--- src/rtl/uart_pkg.sv ---
// Shared definitions for the buffered UART receiver.
// Frame shape depends on UART_RX_PARITY_EN (adds one even-parity bit).
package uart_pkg;

    localparam int unsigned CLKS_PER_BIT_DEF = 417;
    localparam int unsigned DATA_BITS        = 8;

`ifdef UART_RX_PARITY_EN
    localparam int unsigned SAMPLE_BITS = DATA_BITS + 1;
    localparam int unsigned FRAME_BITS  = 11;
`else
    localparam int unsigned SAMPLE_BITS = DATA_BITS;
    localparam int unsigned FRAME_BITS  = 10;
`endif

    typedef enum logic [2:0] {
        ST_IDLE      = 3'd0,
        ST_START     = 3'd1,
        ST_DATA      = 3'd2,
        ST_STOP      = 3'd3,
        ST_WAIT_IDLE = 3'd4
    } state_t;

endpackage

--- src/rtl/rx_fifo.sv ---
// Synchronous show-ahead FIFO holding received bytes.
// Head is presented on rd_data whenever the FIFO is non-empty, zero otherwise.
module rx_fifo #(
    parameter int unsigned DEPTH = 16,
    parameter int unsigned W     = 8
) (
    input  logic                     clk,
    input  logic                     rst,
    input  logic                     wr_en,
    input  logic [W-1:0]             wr_data,
    input  logic                     rd_en,
    output logic [W-1:0]             rd_data,
    output logic                     empty,
    output logic                     full,
    output logic [$clog2(DEPTH):0]   count
);

    localparam int unsigned AW = $clog2(DEPTH);
    localparam logic [AW:0] FULL_CNT = DEPTH[AW:0];

    logic [W-1:0]  mem_q [DEPTH];
    logic [AW-1:0] wr_ptr_q;
    logic [AW-1:0] rd_ptr_q;
    logic [AW:0]   count_q;
    logic [AW:0]   count_d;
    logic          do_push;
    logic          do_pop;

    assign empty   = (count_q == '0);
    assign full    = (count_q == FULL_CNT);
    assign count   = count_q;
    assign rd_data = empty ? '0 : mem_q[rd_ptr_q];

    // A push into a full FIFO is accepted only when a pop frees a slot.
    assign do_pop  = rd_en & ~empty;
    assign do_push = wr_en & (~full | do_pop);

    always_comb begin
        count_d = count_q;
        unique case ({do_push, do_pop})
            2'b10:   count_d = count_q + 1'b1;
            2'b01:   count_d = count_q - 1'b1;
            default: count_d = count_q;
        endcase
    end

    always_ff @(posedge clk) begin
        if (do_push) begin
            mem_q[wr_ptr_q] <= wr_data;
        end
    end

    always_ff @(posedge clk) begin
        if (!rst) begin
            wr_ptr_q <= '0;
            rd_ptr_q <= '0;
            count_q  <= '0;
        end else begin
            if (do_push) begin
                wr_ptr_q <= wr_ptr_q + 1'b1;
            end
            if (do_pop) begin
                rd_ptr_q <= rd_ptr_q + 1'b1;
            end
            count_q <= count_d;
        end
    end

endmodule

--- src/rtl/buffered_uart_rx.sv ---
// 8N1 UART receiver feeding a show-ahead byte FIFO, with sticky error flags.
// Define UART_RX_PARITY_EN to expect an even-parity bit before the stop bit.
module buffered_uart_rx
    import uart_pkg::*;
#(
    parameter int unsigned CLKS_PER_BIT = CLKS_PER_BIT_DEF,
    parameter int unsigned DEPTH        = 16
) (
    input  logic                     clk,
    input  logic                     rst,
    input  logic                     uart_rx,
    output logic [7:0]               data_out,
    input  logic                     rd_en,
    output logic                     empty,
    output logic                     full,
    output logic [$clog2(DEPTH):0]   count,
    output logic                     frame_err,
    output logic                     overrun,
    output logic                     parity_err,
    input  logic                     clr_err
);

    localparam int unsigned CW = $clog2(CLKS_PER_BIT);
    localparam logic [CW-1:0] BIT_LAST    = CW'(CLKS_PER_BIT - 1);
    localparam logic [CW-1:0] HALF_LAST   = CW'(CLKS_PER_BIT / 2 - 1);
    localparam logic [3:0]    LAST_SAMPLE = 4'(SAMPLE_BITS - 1);

    logic                   sync1_q;
    logic                   sync2_q;
    logic                   rx_s;
    state_t                 state_q;
    logic [CW-1:0]          clk_cnt_q;
    logic [3:0]             bit_cnt_q;
    logic [SAMPLE_BITS-1:0] shreg_q;
    logic                   push_q;
    logic                   ferr_evt_q;
    logic                   par_bad;
    logic                   fifo_full;
    logic                   ovr_evt;
    logic                   frame_err_q;
    logic                   frame_err_d;
    logic                   overrun_q;
    logic                   overrun_d;

    assign rx_s = sync2_q;

    always_ff @(posedge clk) begin
        if (!rst) begin
            sync1_q <= 1'b1;
            sync2_q <= 1'b1;
        end else begin
            sync1_q <= uart_rx;
            sync2_q <= sync1_q;
        end
    end

`ifdef UART_RX_PARITY_EN
    assign par_bad = ^shreg_q;
`else
    assign par_bad = 1'b0;
`endif

    always_ff @(posedge clk) begin
        if (!rst) begin
            state_q    <= ST_IDLE;
            clk_cnt_q  <= '0;
            bit_cnt_q  <= '0;
            shreg_q    <= '0;
            push_q     <= 1'b0;
            ferr_evt_q <= 1'b0;
        end else begin
            push_q     <= 1'b0;
            ferr_evt_q <= 1'b0;
            unique case (state_q)
                ST_IDLE: begin
                    clk_cnt_q <= '0;
                    bit_cnt_q <= '0;
                    if (!rx_s) begin
                        state_q <= ST_START;
                    end
                end
                ST_START: begin
                    if (clk_cnt_q == HALF_LAST) begin
                        clk_cnt_q <= '0;
                        state_q   <= rx_s ? ST_IDLE : ST_DATA;
                    end else begin
                        clk_cnt_q <= clk_cnt_q + 1'b1;
                    end
                end
                ST_DATA: begin
                    if (clk_cnt_q == BIT_LAST) begin
                        clk_cnt_q <= '0;
                        shreg_q   <= {rx_s, shreg_q[SAMPLE_BITS-1:1]};
                        bit_cnt_q <= bit_cnt_q + 1'b1;
                        if (bit_cnt_q == LAST_SAMPLE) begin
                            state_q <= ST_STOP;
                        end
                    end else begin
                        clk_cnt_q <= clk_cnt_q + 1'b1;
                    end
                end
                ST_STOP: begin
                    if (clk_cnt_q == BIT_LAST) begin
                        clk_cnt_q <= '0;
                        if (rx_s) begin
                            state_q <= ST_IDLE;
                            push_q  <= ~par_bad;
                        end else begin
                            state_q    <= ST_WAIT_IDLE;
                            ferr_evt_q <= 1'b1;
                        end
                    end else begin
                        clk_cnt_q <= clk_cnt_q + 1'b1;
                    end
                end
                ST_WAIT_IDLE: begin
                    if (rx_s) begin
                        state_q <= ST_IDLE;
                    end
                end
                default: state_q <= ST_IDLE;
            endcase
        end
    end

    rx_fifo #(
        .DEPTH (DEPTH),
        .W     (8)
    ) u_fifo (
        .clk     (clk),
        .rst     (rst),
        .wr_en   (push_q),
        .wr_data (shreg_q[7:0]),
        .rd_en   (rd_en),
        .rd_data (data_out),
        .empty   (empty),
        .full    (fifo_full),
        .count   (count)
    );

    assign full = fifo_full;

    // A new error event outranks a simultaneous clear.
    always_comb begin
        ovr_evt     = push_q & fifo_full & ~rd_en;
        frame_err_d = ferr_evt_q | (frame_err_q & ~clr_err);
        overrun_d   = ovr_evt | (overrun_q & ~clr_err);
    end

    always_ff @(posedge clk) begin
        if (!rst) begin
            frame_err_q <= 1'b0;
            overrun_q   <= 1'b0;
        end else begin
            frame_err_q <= frame_err_d;
            overrun_q   <= overrun_d;
        end
    end

    assign frame_err = frame_err_q;
    assign overrun   = overrun_q;

`ifdef UART_RX_PARITY_EN
    logic perr_evt_q;
    logic parity_err_q;
    logic parity_err_d;

    always_comb begin
        parity_err_d = perr_evt_q | (parity_err_q & ~clr_err);
    end

    always_ff @(posedge clk) begin
        if (!rst) begin
            perr_evt_q   <= 1'b0;
            parity_err_q <= 1'b0;
        end else begin
            perr_evt_q   <= (state_q == ST_STOP) && (clk_cnt_q == BIT_LAST)
                            && par_bad;
            parity_err_q <= parity_err_d;
        end
    end

    assign parity_err = parity_err_q;
`else
    assign parity_err = 1'b0;
`endif

endmodule
--- config.mk ---
export PLATFORM = sky130hd
export DESIGN_NAME = buffered_uart_rx
export DESIGN_NICKNAME = d
export VERILOG_FILES = /design/src/rtl/uart_pkg.sv /design/src/rtl/rx_fifo.sv /design/src/rtl/buffered_uart_rx.sv
export SDC_FILE = /design/constraint.sdc
export NUM_CORES = 1
export LEC_CHECK = 0
export CAP_MARGIN = 10
export CORE_UTILIZATION = 55
export DETAILED_ROUTE_END_ITERATION = 10
export PLACE_DENSITY = 0.81
export SYNTH_ARGS = -nofsm -noshare
export SYNTH_HDL_FRONTEND = slang
export SYNTH_SLANG_ARGS = --single-unit
--- constraint.sdc ---
create_clock -name clk -period 2 [get_ports clk]
set_input_delay 0.4 -clock clk [delete_from_list [all_inputs] [get_ports clk]]
set_output_delay 0.4 -clock clk [all_outputs]
set_load 0.005 [all_outputs]
# After elaboration in Yosys (flattened, before gate mapping)
# Memories as Yosys holds them, arrays and structs flattened. A register that Yosys moved wholly into a read port is not among the register bits.
# Index checks and enable logic that the tools add are counted.
# word_totals
mem_bits_rw	128
out_inout_bits	18
n_memories	1
elab_cells	81
register_bits	43
# mem_list
name	words	width	read_ports	rd_ports_with_merged_regs	wr	line	source
u_fifo.mem_q	16	8	1	1	1	rx_fifo.sv:21	logic [W-1:0] mem_q [DEPTH];
# op_classes
eq_ne	16
muxes	22
reduce_logical	10
add_sub_neg	6
bitwise	13
# ops
cell	n
9-bit case mux with 3 select lines	1
3-bit two-way mux	7
9-bit two-way mux	2
3-bit case mux with 5 select lines	1
4-bit by 1-bit adder with 4-bit output, second input constant	3
4-bit two-way mux	3
2-bit inequality test, second input constant	6
5-bit case mux with 2 select lines	1
9-bit by 1-bit adder with 9-bit output, second input constant	1
9-bit by 8-bit equality test with 1-bit output, second input constant	1
9-bit equality test, second input constant	1
8-bit two-way mux	1
4-bit case mux with 2 select lines	1
1-bit AND	6
3-bit by 2-bit equality test with 1-bit output, second input constant	2
6-bit AND reduction	1
5-bit by 1-bit adder with 5-bit output, second input constant	1
5-bit equality test, second input constant	1
5-bit zero test	1
5-bit by 1-bit subtractor with 5-bit output, second input constant	1
4-bit by 3-bit equality test with 1-bit output, second input constant	1
1-bit two-way mux	4
1-bit NOT	4
2-bit AND reduction	2
11 further kinds	14

# Longest topological paths before layout
# Gate-level depths: netlist of the first run.
# logic_depth
word_depth	7
ltp_mapped	10

# Cells and area by module
# From an unflattened synthesis of the first run, not the netlist that was laid out.
# unflattened
hier_cells	493
area_unflattened_um2	7470.9
# by_module_without_submodules
mod	n_inst	area_each_um2	cells_each
rx_fifo	1	6049.6	329
buffered_uart_rx	1	1421.4	164

# Worst setup path after synthesis of the first run
# No wires, ideal clock.
# synth_path
path_type	register to register
from	register u_fifo.count_q[2], in the netlist u_fifo.count[2]
to	memory u_fifo.mem_q[2][0], enable pin
n_path_buf	3
t_required_ps	1617
stages_incl_launch_ff	8
arrival_ps	1672
path_slack_ps	-55
setup_ps	383
cell_sequence	dfxtp_1 buf_2 or4_1 buf_2 o31a_1 buf_6 nand2_1 nor3_1
# synth_between
elab_chain_len	7
word_cells_on_any_way	9
cone_classes	1 x eq/ne; 2 x mux; 5 x bitwise; 1 x reduce/logical
# synth_rtl
item	line	source
start: declaration	rx_fifo.sv:24	logic [AW:0] count_q;
start signal: assignment	rx_fifo.sv:65	count_q <= count_d;
5-bit zero test	rx_fifo.sv:29	assign empty = (count_q == '0);
1-bit NOT	rx_fifo.sv:35	assign do_pop = rd_en & ~empty;
1-bit AND	rx_fifo.sv:35	
1-bit bitwise OR (*)	rx_fifo.sv:36	assign do_push = wr_en & (~full | do_pop);
1-bit AND (*)	rx_fifo.sv:36	
1-bit two-way mux (*)	rx_fifo.sv:48	if (do_push) begin
1-bit two-way mux (not written as such) (*)	rx_fifo.sv:49	mem_q[wr_ptr_q] <= wr_data;
end: declaration	rx_fifo.sv:21	
# Every way passes the cells marked *; elsewhere a longest branch is shown, timed or not.

==> results of run 1 <==
## layer usage
| layer | GRT usage [%] | vias up |
|---|---|---|
| met2 | 45.1 | 188 |
| met4 | 8.29 | 0 |
| met3 | 6.59 | 37 |
| met1 | 30.9 | 2297 |
| met5 | 0 | - |
| li1 | - | 2000 |
## final cells by class
type,count,share of cell area (%)
Clock inverter,10,0.855
Timing Repair Buffer,89,10.0
Tap cell,172,2.37
Sequential cell,175,52.9
Clock buffer,22,5.23
Inverter,12,0.524
Multi-Input combinational cell,269,28.1
## worst max-delay path, delay by kind of cell (launching register included)
family                 cells  cell delay [ps]
muxes                      2              770
DFF                        1              420
AOI/OAI and AO/OA          1              120
buffers and inverters      3              390
## path summary, 6_finish.rpt
| check | startpoint | end | slack [ps] | cells past startpoint |
|---|---|---|---|---|
| setup / recovery | flop | data_out[6] | -520 | 6 |
| hold / removal | sync1_q | rx_s | 420 | 1 |
| setup reg to reg | u_fifo.count[1] | u_fifo.mem_q[9][1] | -230 | 8 |
| hold reg to reg | sync1_q | rx_s | 420 | 1 |
## cell usage in the layout, fill, tap and decap left out, types with 3 or more instances in the layout
master           instances
nand2_8                  4
inv_6                    3
nand4_1                  6
dfxtp_1                 43
buf_6                   21
a21oi_1                 20
edfxtp_1               128
mux4_2                  32
nand2b_1                 8
dfxtp_4                  3
inv_1                   10
mux2i_1                 14
xor2_1                   6
clkbuf_16               17
nor2_4                  14
clkbuf_8                 3
o22ai_1                  7
o31ai_1                  3
ha_1                     8
clkinv_2                 3
buf_2                    9
nor3_1                   4
nand2_1                 35
xnor2_1                  4
nor2_1                  19
buf_12                  12
nand3_1                 11
and3_1                   3
clkdlybuf4s50_1         10
o211ai_1                 3
buf_4                   35
nor2b_1                  6
nor3_4                   4
o21ai_0                  8
a31oi_1                  3
## stage by stage
step | util (%) | setup WS (ps)
after floorplan | - | 26.1
after global placement | 63.1 | -323
after detailed placement | 63.1 | -400
after CTS | 70.3 | -551
after global routing | 71.9 | -571
final | 71.9 | -521
## registers in the layout, summed over array words and instances, names as in the netlist, 3 cells and up, named ones only
name and cells:
shreg_q 8, u_fifo.rd_ptr_q 4, u_fifo.wr_ptr_q 4, u_fifo.count 5
u_fifo.mem_q 128, bit_cnt_q 4, clk_cnt_q 9, state_q 3
## timing repair
item | 4_1_cts | 5_1_grt
gates cloned | 2 | 0
setup endpoints to repair | 107 | 155
setup buffers | 23 | 11
resized for setup | 100 | 46
pin swaps | 20 | 21
## where the power goes
part           total (mW)  switching, mW  internal (mW)
clock                3.07           1.36           1.71
sequential           4.08          0.135           3.94
combinational        3.52           1.52           2.00
## logic make-up after synthesis
logic type               Yosys count  share of synthesized area (%)
AO/OA/AOI/OAI                     66                           5.80
other                              1                         0.0525
flip-flops                       175                           67.0
buffers and inverters             39                           2.42
multiplexers                      50                           12.6
adder cells (fa/ha/maj)           10                           1.75
AND/OR/NAND/NOR                  129                           8.79
XOR/XNOR                          13                           1.59
==> summary.txt, run 1 <==
Floorplanning
  • Initial Utilization: 56.6%
  • I/O pin count: 23
  • Vert. Die Dim: 116 um
  • Core area: 12600 um^2
  • Die Area: about 13000 um^2
  • Cell row count: a little over 40
  • Die span in x: around 120 um

Global route
  • Global route total overflow: 0
  • Pin count of the biggest net entering global routing: 24
  • Via count of the first global-routing pass: between 4k and 5k
  • Initial antenna violation count: 0
  • Global-route wire length before repair: between 20 and 25 mm
  • Gr usage total: 25.7%

Outcome
  • Failing checks: setup timing
  • Status: complete, but fails checks

STA
  • Final setup margin: -521 ps
  • Fmax: around 0.40 GHz
  • Setup_tns: -17460 ps
  • Max-Slew Margin vs Limit: between 50% and 60%
  • Clock Skew: approximately 9.5 ps
  • Minimum clock period: between 2000 and 3000 ps
  • Max-slew violation count: 0
  • Final Hold Viols: 0
  • RSZ-0062 raised after global routing: true
  • Hold_ws: 418 ps
  • Worst Max-Slew Pin Slew: between 700 and 800 ps
  • Endpoints failing setup: roughly 150
  • Period utilization: 126%

Synth
  • Top cells by area, synth: edfxtp_1, dfxtp_1, mux4_2
  • Syn. warnings: 0
  • Synth Flop Type: edfxtp_1
  • Syn_area_per_cell: 14.8 um^2
  • Synth area leader: edfxtp_1
  • Sequential element share of the synthesized area: 67.0%
  • Syn Nets: 498
  • Mapped Cells: approximately 480
  • EDFF count, synth: roughly 130
  • Post-synthesis register bit count: approximately 180
  • Most numerous cell in the Yosys netlist: edfxtp_1
  • Synth unique cells: 51
  • Post-Syn Area: between 7000 and 8000 um^2
  • Post-synth ARST share: 0%
  • Commonest cells in the netlist: edfxtp_1, dfxtp_1, nand2_1
  • Top-area cell type share of the netlist area: 53.8%

Clock tree
  • Sink Count: 175
  • Reg clk slew, reported paths: 70 ps
  • CTS Buf Count: 17
  • Hold_buf cts: 0
  • Root Buffer: clkbuf_16
  • H-tree depth: 4
  • CTS tree: built
  • Maximum clock path buffer count: 2
  • Skew-Pair Late Insertion Delay: 420 ps

Setup path
  • Data arrival, critical path: about 2100 ps
  • Most used cell, CP: buf_12
  • CP required: approximately 1600 ps
  • Worst setup EP type: output pin
  • CP Class: reg2out
  • Critical Path Fanout Max: 5
  • Slowest-stage cell, CP: mux4_2
  • Crit-path cells: buf_12 > buf_12 > mux4_2 > mux2i_2 > o22ai_1 > buf_2
  • Nature of the critical path startpoint: flop
  • Worst path max stage delay: approximately 550 ps

Detailed routing
  • First-pass DRT Iterations: 5
  • Top routing layer in use: met4
  • Iteration-0 DRC count of the detailed router: between 300 and 400
  • Vias per cell: roughly 6.0
  • Post-Route WL: 16.7 mm
  • Drc violations: 0
  • DRT antenna net count: 0
  • WL met1: 6.37 mm
  • Vias: ~4.5k
  • Met2 WL: between 9 and 10 mm
  • DR WL met3: 986 um
  • Wire per inst: between 20 and 25 um

Layout
  • ANT cells: 0
  • Flip-flop and latch area: 4800 um^2
  • Fill cells: 762
  • Nets@finish: 579
  • Area of the multi-input gates: roughly 2500 um^2
  • P&R area growth vs syn: 27.0%
  • Post-route insts no fill: 749
  • Finished Cell Area: 9070 um^2
  • Fraction of final layout cells sized beyond drive strength 1: 32.6%

Job
  • Max-capacitance violation count: 0

Placed design
  • Final Wtd Congestion: around 0.86
  • Port buffer count: 21
  • Placed cell count: between 700 and 800
  • HPWL Detailed: 9.48 mm
  • Cell Area, Placed: 7960 um^2

Pwr
  • Pwr/cell area: ~1200 nW/um^2
  • Worst vdd ir: ~0.82 mV
  • Final Power: roughly 11 mW
  • Lkg Pwr: slightly above 3 nW

Worst hold path
  • HP Class: reg2reg
Note: power is estimated with default switching activity, not from simulation.
==> run 2, diff against run 1 <==
- CORE_MARGIN: default -> 3
==> summary.txt, run 2 (synthesis gave the netlist of run 1 again) <==
Outcome
  • Status: complete, but fails checks
  • Failing checks: setup timing

Detailed routing
  • Drc violations: 0
  • Post-Route WL: around 17 mm
  • DRT antenna net count: 0
  • First-pass DRT Iterations: 5
  • Wire per inst: around 23 um
  • Vias: around 4.5k
  • Iteration-0 DRC count of the detailed router: approximately 460
  • Vias per cell: roughly 6

STA
  • Final Hold Viols: 0
  • RSZ-0062 raised after global routing: true
  • Endpoints failing setup: approximately 150
  • Period utilization: 125%
  • Max-slew violation count: 0
  • Minimum clock period: approximately 2500 ps
  • Clock Skew: 8.30 ps
  • Max-Slew Margin vs Limit: 45.8%
  • Final setup margin: -492 ps
  • Fmax: around 0.4 GHz
  • Worst Max-Slew Pin Slew: about 800 ps

Layout
  • Commonest non-fill, non-tap cell in the layout: edfxtp_1
  • Largest regs: u_fifo.mem_q: 128 flops, clk_cnt_q: 9 flops, shreg_q: 8 flops
  • Post-route insts no fill: 750
  • Max reg flops: ~130
  • P&R area growth vs syn: 27.9%
  • Nets@finish: 580
  • Area of the multi-input gates: 2540 um^2
  • Flip-flop and latch area: 4800 um^2
  • Commonest cells after routing, fill and taps aside: edfxtp_1, dfxtp_1, nand2_1
  • Largest Register: u_fifo.mem_q
  • Fraction of final layout cells sized beyond drive strength 1: between 30 and 40%
  • Fill cells: between 700 and 800
  • ANT cells: 0

Clock tree
  • Skew-Pair Late Insertion Delay: approximately 430 ps
  • Maximum clock path buffer count: 2
  • CTS tree: built
  • H-tree depth: 4
  • Reg clk slew, reported paths: 60 ps
  • CTS Buf Count: 17
  • Root Buffer: clkbuf_16
  • Sink Count: between 150 and 200

Setup path
  • CP Buf/Inv Count: 3
  • CP required: around 1600 ps
  • Critical Path Fanout Max: 6
  • R2r worst-path depth: 8
  • CP Class: reg2out
  • Crit-path cells: buf_12 > buf_6 > mux4_2 > mux2i_4 > o22ai_2 > buf_2
  • Stages on the worst setup path: 6
  • Largest delay contributor family on the critical path: multiplexers
  • Nature of the critical path startpoint: flop
  • Worst path max stage delay: between 500 and 600 ps
  • Worst setup EP type: output pin
  • Slowest-stage cell, CP: mux4_2
  • Data arrival, critical path: 2090 ps

Placed design
  • HPWL Detailed: 9.74 mm
  • Setup Slack @ Placement: -407 ps
  • Placed cell count: 706
  • Final Wtd Congestion: roughly 0.82
  • Port buffer count: 21

Global route
  • Pin count of the biggest net entering global routing: 24
  • Via count of the first global-routing pass: about 4.7k
  • GR Util met3: 5.98%
  • Global-route wire length before repair: about 26 mm
  • Gr usage total: approximately 24%
  • Global route total overflow: 0
  • Met2 usage: 42.1%
  • Met1 Use GR: between 20% and 30%
  • Initial antenna violation count: 0
  • Busiest layer in global routing: met2

Worst hold path
  • HP Class: reg2reg
  • WHS Path Cells: 1

Floorplanning
  • Die Area: roughly 14000 um^2
  • Die span in x: approximately 120 um
  • Cell row count: 41
  • Core area: 12700 um^2
  • Initial Utilization: a little under three fifths
  • I/O pin count: 23
  • Vert. Die Dim: between 100 and 150 um

Pwr
  • Lkg Pwr: a little over 3 nW
  • Worst vdd ir: between 0.9 and 1 mV
  • Pwr/cell area: roughly 1200 nW/um^2
  • Final Power: approximately 11 mW

Job
  • Max-capacitance violation count: 0
-- run 2: final timing paths --
kind                            slack [ps]             from            endpoint
worst min-delay path                   440          sync1_q                rx_s
worst min register to register         440          sync1_q                rx_s
worst max register to register        -210  u_fifo.count[1]  u_fifo.mem_q[1][6]
worst max-delay path                  -490             flop         data_out[6]
-- run 2: through the flow --
step                instance area (um^2)  TNS (ps)  utilization, %  hold slack, ps
finish                              9130    -13580            72.1             439
detailed placement                  8000    -15750            63.1             431
global placement                    8000    -13980            63.1             405
global route                        9130    -18940            72.1             445
CTS                                 8990    -20970            70.9             446
floorplan                           7170         0               -             386
-- run 2: per-layer routing --
layer | share of wire [%] | routed length (um)
met4 | 3.2 | 551
met1 | 38 | 6580
met5 | 0 | 0
met2 | 53 | 9150
met3 | 5.4 | 929
-- run 2: what timing repair did --
item | 4_1_cts | 5_1_grt
hold buffers | 0 | 0
setup endpoints to repair | 139 | 149
resized for setup | 115 | 41
buffers inserted | 22 | 8
cloned | 1 | 0
pin swaps | 21 | 30
-- run 2: layout make-up --
class / count / area share, %
Multi-Input combinational cell: 269 / 27.8
Sequential cell: 175 / 52.5
Clock inverter: 15 / 1.84
Inverter: 12 / 0.521
Tap cell: 172 / 2.36
Clock buffer: 17 / 4.66
Timing Repair Buffer: 90 / 10.3
-- run 2: report_power, final --
group | switching [mW] | total, mW | internal [mW]
Combinational | 1.59 | 3.74 | 2.15
Clock | 1.38 | 3.34 | 1.96
Sequential | 0.136 | 4.08 | 3.94
Total | 3.11 | 11.2 | 8.05
==> run 3, diff against run 2 <==
- GPL_TIMING_DRIVEN: default -> 0
==> summary.txt, run 3 (synthesis gave the netlist of run 1 again) <==
Layout
  • Area of the multi-input gates: approximately 2500 um^2
  • Fill cells: between 800 and 900
  • P&R area growth vs syn: 22.9%
  • Largest Register: u_fifo.mem_q
  • Nets@finish: around 550
  • Largest regs: u_fifo.mem_q: 128 flops, clk_cnt_q: 9 flops, shreg_q: 8 flops
  • Finished Cell Area: between 8000 and 9000 um^2
  • Commonest cells after routing, fill and taps aside: edfxtp_1, dfxtp_1, nand2_1
  • ANT cells: 0
  • Fraction of final layout cells sized beyond drive strength 1: ~29%
  • Commonest non-fill, non-tap cell in the layout: edfxtp_1
  • Flip-flop and latch area: around 4800 um^2
  • Max reg flops: ~130

Clock tree
  • H-tree depth: 4
  • Reg clk slew, reported paths: approximately 70 ps
  • Sink Count: approximately 180
  • Maximum clock path buffer count: 2
  • Root Buffer: clkbuf_16
  • CTS Buf Count: 17
  • CTS tree: built
  • Skew-Pair Late Insertion Delay: around 430 ps

Detailed routing
  • DRT antenna net count: 0
  • First-pass DRT Iterations: 5
  • Iteration-0 DRC count of the detailed router: approximately 440
  • Post-Route WL: 16.1 mm
  • Drc violations: 0
  • Wire per inst: roughly 22 um
  • Vias per cell: between 6 and 7
  • Vias: approximately 4.4k

Global route
  • Global-route wire length before repair: 24.4 mm
  • Gr usage total: roughly 23%
  • Initial antenna violation count: 0
  • Via count of the first global-routing pass: between 4k and 5k
  • Pin count of the biggest net entering global routing: 19
  • Global route total overflow: 0

STA
  • Minimum clock period: 2580 ps
  • Hold_ws: between 400 and 500 ps
  • Final Hold Viols: 0
  • Max-slew violation count: 0
  • Endpoints failing setup: 9
  • Max-Slew Margin vs Limit: a little over half
  • Final setup margin: -582 ps
  • Worst Max-Slew Pin Slew: a little over 700 ps
  • Fmax: approximately 0.39 GHz
  • Clock Skew: 11.8 ps
  • Period utilization: 129%
  • RSZ-0062 raised after global routing: true

Setup path
  • CP required: between 1500 and 2000 ps
  • R2r worst-path depth: 10
  • R2R Setup Slk: -80 ps
  • CP Class: reg2out
  • Nature of the critical path startpoint: flop
  • RR Startpoint: u_fifo.count[0]
  • Worst setup EP type: output pin
  • Critical Path Fanout Max: 5
  • Worst setup path endpoint: data_out[7]
  • Data arrival, critical path: roughly 2200 ps
  • FF-to-FF End: u_fifo.count[4]

Outcome
  • Status: complete, but fails checks
  • Failing checks: setup timing

Floorplanning
  • I/O pin count: 23
  • Initial Utilization: between 50% and 60%
  • Die Area: 14400 um^2
  • Cell row count: a little over 40
  • Core area: around 13000 um^2
  • Die span in x: 120 um
  • Vert. Die Dim: approximately 120 um

Pwr
  • Sw Share: 28.0%
  • Reg power frac: between 30% and 40%
  • Worst vdd ir: ~0.65 mV
  • Part of the power in the clock network: around a third
  • Psw: ~3.0 mW
  • Lkg Pwr: approximately 2.8 nW
  • Combinational share of power: between 20% and 30%
  • Pwr/cell area: roughly 1200 nW/um^2
  • P_int: approximately 7.7 mW

Placed design
  • Cell Area, Placed: about 7600 um^2
  • Final Wtd Congestion: approximately 0.85
  • Port buffer count: 20
  • HPWL Detailed: approximately 9 mm

Job
  • Max-capacitance violation count: 0

Worst hold path
  • HP Class: reg2reg
## run 3: metrics by stage
stage | std cells | utilization (%) | total power, mW | TNS, ps | worst slack [ps]
2_1_floorplan | 483 | - | 5.59 | 0 | 26.1
3_3_place_gp | 675 | 59.9 | 6.29 | -32180 | -839
3_5_place_dp | 675 | 59.9 | 6.35 | -38050 | -836
4_1_cts | 722 | 68.1 | 10.6 | -4260 | -568
5_1_grt | 721 | 69.3 | 11.1 | -4760 | -618
6_report | 721 | 69.3 | 10.7 | -4070 | -582
## run 3: metal layers
metal	global-route usage (%)	wire length, um	vias to the layer above	part of all wire [%]
met3	6.17	986	31	6.1
met5	0	0	-	0
met2	39.0	8600	197	54
li1	-	-	1948	-
met1	28.2	6080	2213	38
met4	8.80	382	0	2.4
## run 3: timing repair
action / 4_1_cts / 5_1_grt
gates cloned: 3 / 0
gates resized for setup: 109 / 41
hold buffers: 0 / 0
setup endpoints to repair: 152 / 153
pin swaps: 12 / 16
buffers inserted: 18 / 3
## run 3: worst min-delay path by stage
stage	depth (start not counted)	slack (ps)	from	end
floorplan	1	390	sync1_q	rx_s
finish	1	420	sync1_q	rx_s
detailed placement	1	400	sync1_q	rx_s
global route	1	430	sync1_q	rx_s
global placement	1	400	sync1_q	rx_s
CTS	1	420	sync1_q	rx_s
## run 3: final cells by class
type / count / area share (%)
Buffer: 20 / 1.78
Clock buffer: 18 / 4.89
Clock inverter: 14 / 2.02
Inverter: 12 / 0.513
Multi-Input combinational cell: 269 / 28.8
Sequential cell: 175 / 54.7
Tap cell: 172 / 2.45
Timing Repair Buffer: 41 / 4.80
## run 3: worst max-delay path, cell delays in order (launching register included)
cell and delay (ps):
dfxtp_4 390, buf_12 120, buf_12 100, buf_12 110, mux4_2 510, mux2i_2 250
o22ai_2 140, buf_2 140
## run 3: power groups by stage
stage                     Clock [mW]  Combinational (mW)  Sequential (mW)
final                           3.39                3.18             4.10
after global routing            3.60                3.36             4.11
after CTS                       3.42                3.05             4.08
after detailed placement           0                2.26             4.08
after global placement             0                2.21             4.08
after floorplan                    0                1.52             4.07
